$ cat config.mk
export PLATFORM = sky130hd
export DESIGN_NAME = rle_code_stack
export DESIGN_NICKNAME = d
export VERILOG_FILES = /design/src/rtl/rle_code_stack.sv
export SDC_FILE = /design/constraint.sdc
export NUM_CORES = 1
export LEC_CHECK = 0
export ABC_AREA = 0
export CORE_ASPECT_RATIO = 1.5
export CORE_MARGIN = 4
export CORE_UTILIZATION = 40
export CTS_CLUSTER_DIAMETER = 50
export DETAILED_ROUTE_END_ITERATION = 6
export PLACE_DENSITY_LB_ADDON = 0.08
export SKIP_LAST_GASP = 1
export SLEW_MARGIN = 40
export SYNTH_ARGS = -nofsm -noshare
export SYNTH_HDL_FRONTEND = slang
export SYNTH_SLANG_ARGS = --single-unit
$ cat constraint.sdc
create_clock -name sclk -period 3.03 [get_ports sclk]
set_input_delay 0.606 -clock sclk [delete_from_list [all_inputs] [get_ports sclk]]
set_output_delay 0.606 -clock sclk [all_outputs]
set_load 0.02 [all_outputs]
$ cat src/rtl/rle_code_stack.sv
// rle_code_stack: frame-gated LIFO codeword buffer feeding the RLE decoder.
// Loads one frame in encoder order, then presents it last-in-first-out.
module rle_code_stack #(
   parameter int DEPTH   = 16,
   parameter int WIDTH   = 8,
   parameter int CW_BASE = 32
) (
   input  logic                   sclk,
   input  logic                   rst,
   input  logic                   pushValid,
   input  logic [WIDTH-1:0]       pushData,
   input  logic                   pushLast,
   output logic                   pushReady,
   input  logic                   read,
   output logic                   stackEmpty,
   output logic [WIDTH-1:0]       codeWord,
   output logic [$clog2(DEPTH):0] level,
   output logic                   frameDone,
   output logic                   badCode,
   output logic                   underflow
);

   localparam int AW = $clog2(DEPTH);
   localparam int LW = AW + 1;

   typedef enum logic [1:0] {
      IDLE  = 2'd0,
      FILL  = 2'd1,
      DRAIN = 2'd2
   } state_t;

   state_t           state_q;
   logic [LW-1:0]    level_q;
   logic [WIDTH-1:0] mem_q [DEPTH];
   logic             frame_done_q;
   logic             bad_code_q;
   logic             underflow_q;

   logic             push_go;
   logic             pop_go;
   logic [LW-1:0]    top;

   assign pushReady  = (state_q != DRAIN) && (level_q < LW'(DEPTH));
   assign stackEmpty = !((state_q == DRAIN) && (level_q != '0));
   assign top        = level_q - LW'(1);
   // Decoder samples codeWord in the same cycle it pops, so keep it combinational.
   assign codeWord   = stackEmpty ? '0 : mem_q[top[AW-1:0]];

   assign push_go = pushValid && pushReady;
   assign pop_go  = read && !stackEmpty;

   assign level     = level_q;
   assign frameDone = frame_done_q;
   assign badCode   = bad_code_q;
   assign underflow = underflow_q;

   always_ff @(posedge sclk) begin
      if (push_go) begin
         mem_q[level_q[AW-1:0]] <= pushData;
      end
   end

   always_ff @(posedge sclk) begin
      if (!rst) begin
         state_q      <= IDLE;
         level_q      <= '0;
         frame_done_q <= 1'b0;
         bad_code_q   <= 1'b0;
         underflow_q  <= 1'b0;
      end else begin
         frame_done_q <= 1'b0;
         if (read && stackEmpty) begin
            underflow_q <= 1'b1;
         end
         unique case (state_q)
            IDLE, FILL: begin
               if (push_go) begin
                  level_q <= level_q + LW'(1);
                  state_q <= pushLast ? DRAIN : FILL;
                  if (pushData < WIDTH'(CW_BASE)) begin
                     bad_code_q <= 1'b1;
                  end
               end
            end
            DRAIN: begin
               if (pop_go) begin
                  level_q <= level_q - LW'(1);
                  if (level_q == LW'(1)) begin
                     state_q      <= IDLE;
                     frame_done_q <= 1'b1;
                  end
               end
            end
            default: state_q <= IDLE;
         endcase
      end
   end

endmodule

### Yosys cells after proc, flatten, opt, wreduce, memory -nomap -nowiden

Memories as Yosys holds them, arrays and structs flattened.
Cells that the tools add are included.

| word-level totals | value |
|---|---|
| flip-flop bits (word level) | 10 |
| latch bits | 0 |
| memory bits (writable) | 128 |
| memory bits (read-only) | 0 |
| input port bits | 13 |
| logic and storage cells | 43 |
| memories | 1 |

Memory list:

| memory | words | width | rd ports | clocked after memory_dff | wr ports | line | source |
|---|---|---|---|---|---|---|---|
| mem_q | 16 | 8 | 1 | 0 | 1 | 34 | `logic [WIDTH-1:0] mem_q [DEPTH];` |

| cells by class | value |
|---|---|
| $add $sub $neg | 2 |
| $mul | 0 |
| div/mod/pow operators | 0 |
| $lt $le $gt $ge | 2 |
| eq/ne operators | 7 |
| shift-type cells | 0 |
| muxes and demuxes | 12 |
| bitwise operators | 0 |
| reductions and logical operators | 14 |

Operators with widths:

| kind | count |
|---|---|
| AND reduction 3 bit | 4 |
| 2-to-1 mux 5 bit | 2 |
| case mux 5 bit (2 select lines) | 1 |
| < comparator 8 x 6 -> 1 bit (second input constant) | 1 |
| 2-to-1 mux 2 bit | 4 |
| 2-to-1 mux 8 bit | 1 |
| != test 2 bit (second input constant) | 3 |
| adder 5 x 1 -> 5 bit (second input constant) | 1 |
| == test 5 x 1 -> 1 bit (second input constant) | 1 |
| logical AND 1 bit | 5 |
| < comparator 5 bit (second input constant) | 1 |
| nonzero test 5 bit | 1 |
| subtractor 5 x 1 -> 5 bit (second input constant) | 1 |
| case mux 2 bit (2 select lines) | 1 |
| 2-to-1 mux 1 bit | 3 |
| == test 2 x 1 -> 1 bit (second input constant) | 1 |
| == test 2 bit (second input constant) | 1 |
| zero test 2 bit | 1 |
| != test 2 x 1 -> 1 bit (second input constant) | 1 |
| nonzero test 2 bit | 1 |
| OR reduction 2 bit | 1 |
| zero test 1 bit | 1 |

### Depth between registers and ports, before layout

| depth | value |
|---|---|
| word-level depth | 5 |
| depth in mapped cells | 9 |
| mapped depth without buffers | 6 |

### Worst setup path after synthesis

No wires, ideal clock.

| timing path | value |
|---|---|
| kind | register to output |
| start point | register level_q[0], in the netlist level[0] |
| end point | output port codeWord[2] |
| data arrival time | 2.501 ns |
| data required time | 2.424 ns |
| setup slack | -0.077 ns |
| cell stages (with the launch flop) | 10 |
| cells stage by stage | dfxtp_1 > buf_4 > buf_4 > inv_1 > ha_1 > clkbuf_1 > clkbuf_1 > mux4_2 > mux2i_1 > o22ai_1 |

| between the ends | value |
|---|---|
| cells in the longest elaborated chain, start to end | 3 |
| elaborated cells on any way between the ends | 5 |

Ends and longest elaborated chain:

| what | line | source |
|---|---|---|
| start: declaration | 33 | `logic [LW-1:0] level_q;` |
| start signal: assignment | 78 | `level_q <= level_q + LW'(1);` |
| start signal: assignment | 87 | `level_q <= level_q - LW'(1);` |
| subtractor 5 x 1 -> 5 bit or nonzero test 5 bit (tied branches) | - |  |
| memory read (16 x 8 bit) or logical AND 1 bit (tied branches) | - |  |
| 2-to-1 mux 8 bit (*) | 47 | `assign codeWord = stackEmpty ? '0 : mem_q[top[AW-1:0]];` |
| end: declaration | 16 | `output logic [WIDTH-1:0] codeWord,` |

Every way passes the cells marked *; elsewhere a longest branch is shown, timed or not.

### Worst setup path after layout

| timing path | value |
|---|---|
| start point | register level_q[0], in the netlist level[0] |
| end point | output port codeWord[3] |

The elaborated chain is that of the path after synthesis.

==> results.sh <==
export IMPL_chipHeight_um=152
export IMPL_cts_root_buffer_cell="clkbuf_16"
export IMPL_core_area_um2=13500
export IMPL_cts_buffers=17
export IMPL_drc_errors=0
export IMPL_dr_total_vias=2851
export IMPL_num_antenna_cells=0
export IMPL_final_weighted_congestion_in_routability_driven_placement=0.743
export IMPL_syn_num_nets=303
export IMPL_final_hold_violation_count=0
export IMPL_slew_headroom=0.580
export IMPL_netlist_instances=286
export IMPL_synth_edf_count=128
export IMPL_initial_cell_density_of_the_core=0.409
export IMPL_power_leakage_nw=2.24
export IMPL_grt_max_degree=24
export IMPL_detail_route_wl_per_cell_um=22.7
export IMPL_totalWireLength_mm=12.0
export IMPL_final_cell_area_um2=6860
export IMPL_worst_slew_pin_slew_ps=629
export IMPL_reg2reg_from="state_q[1]"
export IMPL_tritoncts="yes"
export IMPL_min_delay_start="badCode"
export IMPL_placed_cell_area_um2=6220
export IMPL_type_of_origin_of_the_critical_path="flop"
export IMPL_syn_cell_area_um2=5540
export IMPL_initial_antenna_violation_count=0
export IMPL_drive_above_1_share=0.304
export IMPL_cap_viol_max_count=0
export IMPL_synthToLayoutAreaGrowth_pct=23.8
export IMPL_drv_slew=0
export IMPL_core_rowCount=52
export IMPL_worst_ep_arrival_time_ps=2360
export IMPL_yosys_cell_types_count=35
export IMPL_layout_filler_cells=1172
export IMPL_hold_depth=2
export IMPL_max_freq_mhz=337
export IMPL_setup_viol=0
export IMPL_globalRouteOverflowTotal=0
export IMPL_most_common_layout_cells="edfxtp_1 (128), mux4_2 (32), buf_4 (24)"
export IMPL_cts_htree_levels=4
export IMPL_die_area_um2=15800
export IMPL_dr_first_iter_drc_count=182
export IMPL_number_of_clock_sinks=138
export IMPL_grt_pass1_wl_mm=18.4
export IMPL_reg2reg_depth=6
export IMPL_worstSetupEndpointType="output port"
export IMPL_hold_path_end="badCode"
export IMPL_synthesis_area_per_instance_um2=19.4
export IMPL_reg2reg_to="mem_q[3][6]"
export IMPL_worst_path_max_fanout=17
export IMPL_synth_ff_type="edfxtp_1"
export IMPL_seq_area_frac_synth=0.730
export IMPL_first_pass_iters=4
export IMPL_cts_path_max_buffers=2
export IMPL_path_class="flop to output port"
export IMPL_hold_class="flop to flop"
export IMPL_aggregate_global_route_resource_usage=0.159
export IMPL_clk_transition_reported_paths_ps=60
export IMPL_fraction_of_synthesis_flops_using_an_asynchronous_set_or_reset_pin=0
export IMPL_worst_ep_required_ps=2420
export IMPL_outcome="complete, no violations"
export IMPL_post_cts_setup_buffers=0
export IMPL_route_antenna_remaining_nets=0
export IMPL_hpwl_after_detailed_placement_mm=7.63
export IMPL_reg2reg_slack_ps=1000
export IMPL_clock_latency_ps=410
export IMPL_postLayoutCoreUtil=0.507
export IMPL_register_bit_total_from_synthesis=138
export IMPL_yosys_warnings=0
export IMPL_finalClockSkew_ps=7.67
export IMPL_io_pins=31
export IMPL_final_min_clock_period_ps=2970
export IMPL_route_detailed_vias_per_inst=5.41
export IMPL_dieWidth_um=104
export IMPL_rsz0062_at_grt="true"
export IMPL_finalNetCount=369
export IMPL_period_share=0.979
export IMPL_vdd_drop_max_mv=0.363
export IMPL_buffer_ports_inserted=30
export IMPL_vias_in_the_first_global_route=3098
export IMPL_power_density_cell_area_nw_per_um2=731
export IMPL_most_frequent_standard_cell_in_the_layout_excluding_fill_and_tap_cells="edfxtp_1"
==> per-stage QoR <==
stage                     worst slack, ps  power, mW  hold slack (ps)  TNS (ps)  std cells
after floorplan                      75.4       2.72              467         0        286
after global placement               88.7       3.03              461         0        494
after detailed placement             69.0       3.03              463         0        494
after CTS                           -23.7       5.07              482     -45.8        527
after global routing                -58.7       5.22              516     -58.7        527
final                                64.9       5.01              470         0        527
==> worst max-delay path, cell delays in order (launching register included) <==
cell           delay, ps
dfxtp_2              360
inv_1                110
ha_4                 350
buf_12               180
mux4_2               330
mux2i_2              180
o22ai_1              100
dlygate4sd2_1        330
==> repair_timing <==
item | in CTS | in global routing
hold buffers | 0 | 0
gates resized for setup | 31 | 9
gates cloned | 1 | 0
endpoints found under the setup margin | 9 | 6
pin swaps | 0 | 1
==> state kept, by name (all words and copies together), names as in the netlist <==
signal	count
badCode	1
frameDone	1
level	5
mem_q	128
state_q	2
underflow	1
==> Yosys cell counts, drive strengths merged, types with 4 or more instances <==
library cell  instances  area (µm²)
mux2i                17         170
clkbuf                6        22.5
nor2                 21        78.8
dfxtp                10         200
edfxtp              128        3840
ha                    4        50.1
nand2b                5        31.3
nor3                  6        30.0
mux4                 32         721
nand2                 8        30.0
buf                   6        41.3
a21oi                 5        25.0
o22ai                 8        50.1
==> worst max path at each step <==
stage                  start           to  slack [ps]  cells after the start
floorplan           level[0]  codeWord[3]          80                      9
global placement    level[0]  codeWord[7]          90                      7
detailed placement  level[0]  codeWord[7]          70                      7
CTS                 level[0]  codeWord[2]         -20                      7
global route        level[0]  codeWord[3]         -60                      7
finish              level[0]  codeWord[3]          60                      7
==> routing by layer <==
metal | part of all wire | vias to the layer above | GRT usage
li1 | - | 1297 | -
met1 | 0.41 | 1472 | 0.185
met2 | 0.53 | 66 | 0.278
met3 | 0.038 | 16 | 0.0441
met4 | 0.020 | 0 | 0.0608
met5 | 0 | - | 0
==> final cells by class <==
cell class / instances / area [µm²] / share of cell area
clock buffer: 19 / 433 / 0.0632
clock inverter: 13 / 129 / 0.0188
tap: 162 / 203 / 0.0296
timing repair buffer: 59 / 553 / 0.0807
inverter: 3 / 11.3 / 0.00164
sequential: 138 / 4050 / 0.590
multi-input combinational: 133 / 1480 / 0.216
==> cells by family (layout without fill, tap and decap cells) <==
logic type | after synthesis | after routing | share of synthesized area
simple gates | 54 | 54 | 0.0502
buf+inv | 15 | 94 | 0.0136
compound gates | 23 | 23 | 0.0298
mux | 49 | 49 | 0.161
flops | 138 | 138 | 0.730
xor+xnor | 3 | 3 | 0.00610
fa+ha+maj | 4 | 4 | 0.00904
==> power by group <==
group | switching, mW | internal, mW
registers | 0.0172 | 2.14
logic | 0.467 | 0.457
clock network | 0.733 | 1.20
total | 1.22 | 3.79
Note: power is estimated with default switching activity, not from simulation.
==> RTL change (same flow settings) <==
Change the parameter `WIDTH` from 8 to 10.
--- a/src/rtl/rle_code_stack.sv
+++ b/src/rtl/rle_code_stack.sv
@@ -2,7 +2,7 @@
 // Loads one frame in encoder order, then presents it last-in-first-out.
 module rle_code_stack #(
    parameter int DEPTH   = 16,
-   parameter int WIDTH   = 8,
+   parameter int WIDTH   = 10,
    parameter int CW_BASE = 32
 ) (
    input  logic                   sclk,
Interface: changed (resized codeWord and pushData); port bits go from 31 to 35. No check against the original RTL was run, so the function may have changed too.
==> RTL change against the unedited design <==
- design area up 22%
- non-clock buffer count up 21
- final cell count up 21%
- setup slack better by 0.014 ns
- power up 15%
- sequential cell count up 32
- routed wire length up 24%
- synthesized area up 21%
- largest power group unchanged
- highest routed layer unchanged
==> RTL change: results (changes against the unedited design) <==
Worst setup path
  • Crit Reg-Reg Endpoint: mem_q[12][8]$_DFFE_PP_
  • Crit Path Max Fanout: 14 (-3)
  • Reg2reg setup slack: 0.68 ns (-0.32 ns)

Finish
  • Layout cells sized above 1: 36.1% (+5.7 points)
  • Fill cells: 1342 (+15%)
  • Max reg flops: 160 (+25%)
  • Final nets: 438 (+19%)

GRT
  • First-pass GRT wire length: 22.8 mm (+24%)
  • Largest net degree at the start of global routing: 18 (-25%)
  • Vias in the first global route: 3599 (+16%)

Yosys
  • Top cells by area, synth: edfxtp_1, mux4_2, mux2i_1
  • Mapped Cells: 336 (+17%)
  • Number of flops mapped to enable cells by yosys: 160 (+25%)
  • Post-synthesis sequential area ratio: 74.5% (+1.4 points)
  • Syn Nets: 355 (+17%)

Routing
  • Detailed Route Iter0 Violations: 130 (-29%)
  • Routed vias/inst: 5.35 (-1.2%)
  • Wirelength per Cell: 23.3 um (+2.7%)

Placed design
  • DP Cell Count: 599 (+21%)
  • Post-DP Area: 0.00770 mm^2 (+24%)
  • I/O Buffers: 34 (+13%)

Hold path
  • Hold Path Origin: underflow$_SDFFE_PN0P_
  • Hold worst-path end: underflow$_SDFFE_PN0P_

Outcome
  • Status: completed

Power and ir drop
  • Peak VDD IR: 0.000397 V (+9.3%)

STA
  • Worst Tran Pin Value: 0.646 ns (+0.0175 ns)
==> RTL change: cell types whose count changed after synthesis, sizes merged, moves of 2 or more <==
cell and delta:
edfxtp +32, o22ai +2, buf +2, clkbuf +2, mux2i +4, mux4 +8
==> RTL change: final cells by class <==
cell class              instances  share of cell area [%]
repair buffers                 80                    9.10
well taps                     206                    3.09
clock buffers                  18                    5.14
multi-input cells             147                    21.4
clock inverters                14                    1.15
flip-flops and latches        170                    60.0
inverters                       3                   0.135
==> RTL change: logic make-up (layout without fill, tap and decap cells) <==
logic type,Yosys count,in the layout,synth area share (%)
and+or+nand+nor,54,54,4.06
buffers and inverters,19,115,1.19
muxes,61,61,16.5
adders and majority gates,4,4,0.745
AOI/OAI and AO/OA,25,25,2.61
DFF,170,170,74.5
xor gates and xnor gates,3,3,0.391
==> RTL change: metal layers <==
metal,share of wire (%),GRT usage (%),vias to the layer above
li1,-,-,1553
met1,43,22.6,1785
met2,54,27.9,66
met3,2.5,3.05,7
met4,0.88,3.88,0
met5,0,0,-
==> RTL change: worst min-delay path, stage by stage, from the launching register on <==
cell and delay [ns]:
dfxtp_1 0.33, a21oi_1 0.04, nor2_1 0.07
==> RTL change: stage by stage <==
| step | hold WS (ns) | power (mW) |
|---|---|---|
| after CTS | 0.472 | 5.74 |
| after floorplan | 0.453 | 3.33 |
| after detailed placement | 0.461 | 3.71 |
| after global routing | 0.536 | 5.97 |
| final | 0.465 | 5.74 |
| after global placement | 0.457 | 3.71 |
==> RTL change: how the worst max path moves through the flow <==
stage,start,end,slack (ns),cells after the start
detailed placement,level[0]$_SDFFE_PN0P_,codeWord[2],0.12,8
CTS,level[0]$_SDFFE_PN0P_,codeWord[2],-0.009,7
finish,level[0]$_SDFFE_PN0P_,codeWord[2],0.08,8
global placement,level[0]$_SDFFE_PN0P_,codeWord[2],0.11,8
global route,level[0]$_SDFFE_PN0P_,codeWord[2],0.01,8
floorplan,level[0]$_SDFFE_PN0P_,codeWord[8],0.03,9
==> RTL change: power breakdown <==
part	switching, mW	leakage [nW]	internal [mW]
clock	0.897	0.250	1.05
sequential	0.0190	1.53	2.63
combinational	0.554	0.958	0.593
==> RTL change: repair_timing <==
item	CTS	global route
endpoints found under the hold margin	0	0
hold buffers	0	0
gates resized for setup	24	24
endpoints found under the setup margin	10	10
setup buffers	2	4
cloned	1	0
pin swaps	1	1
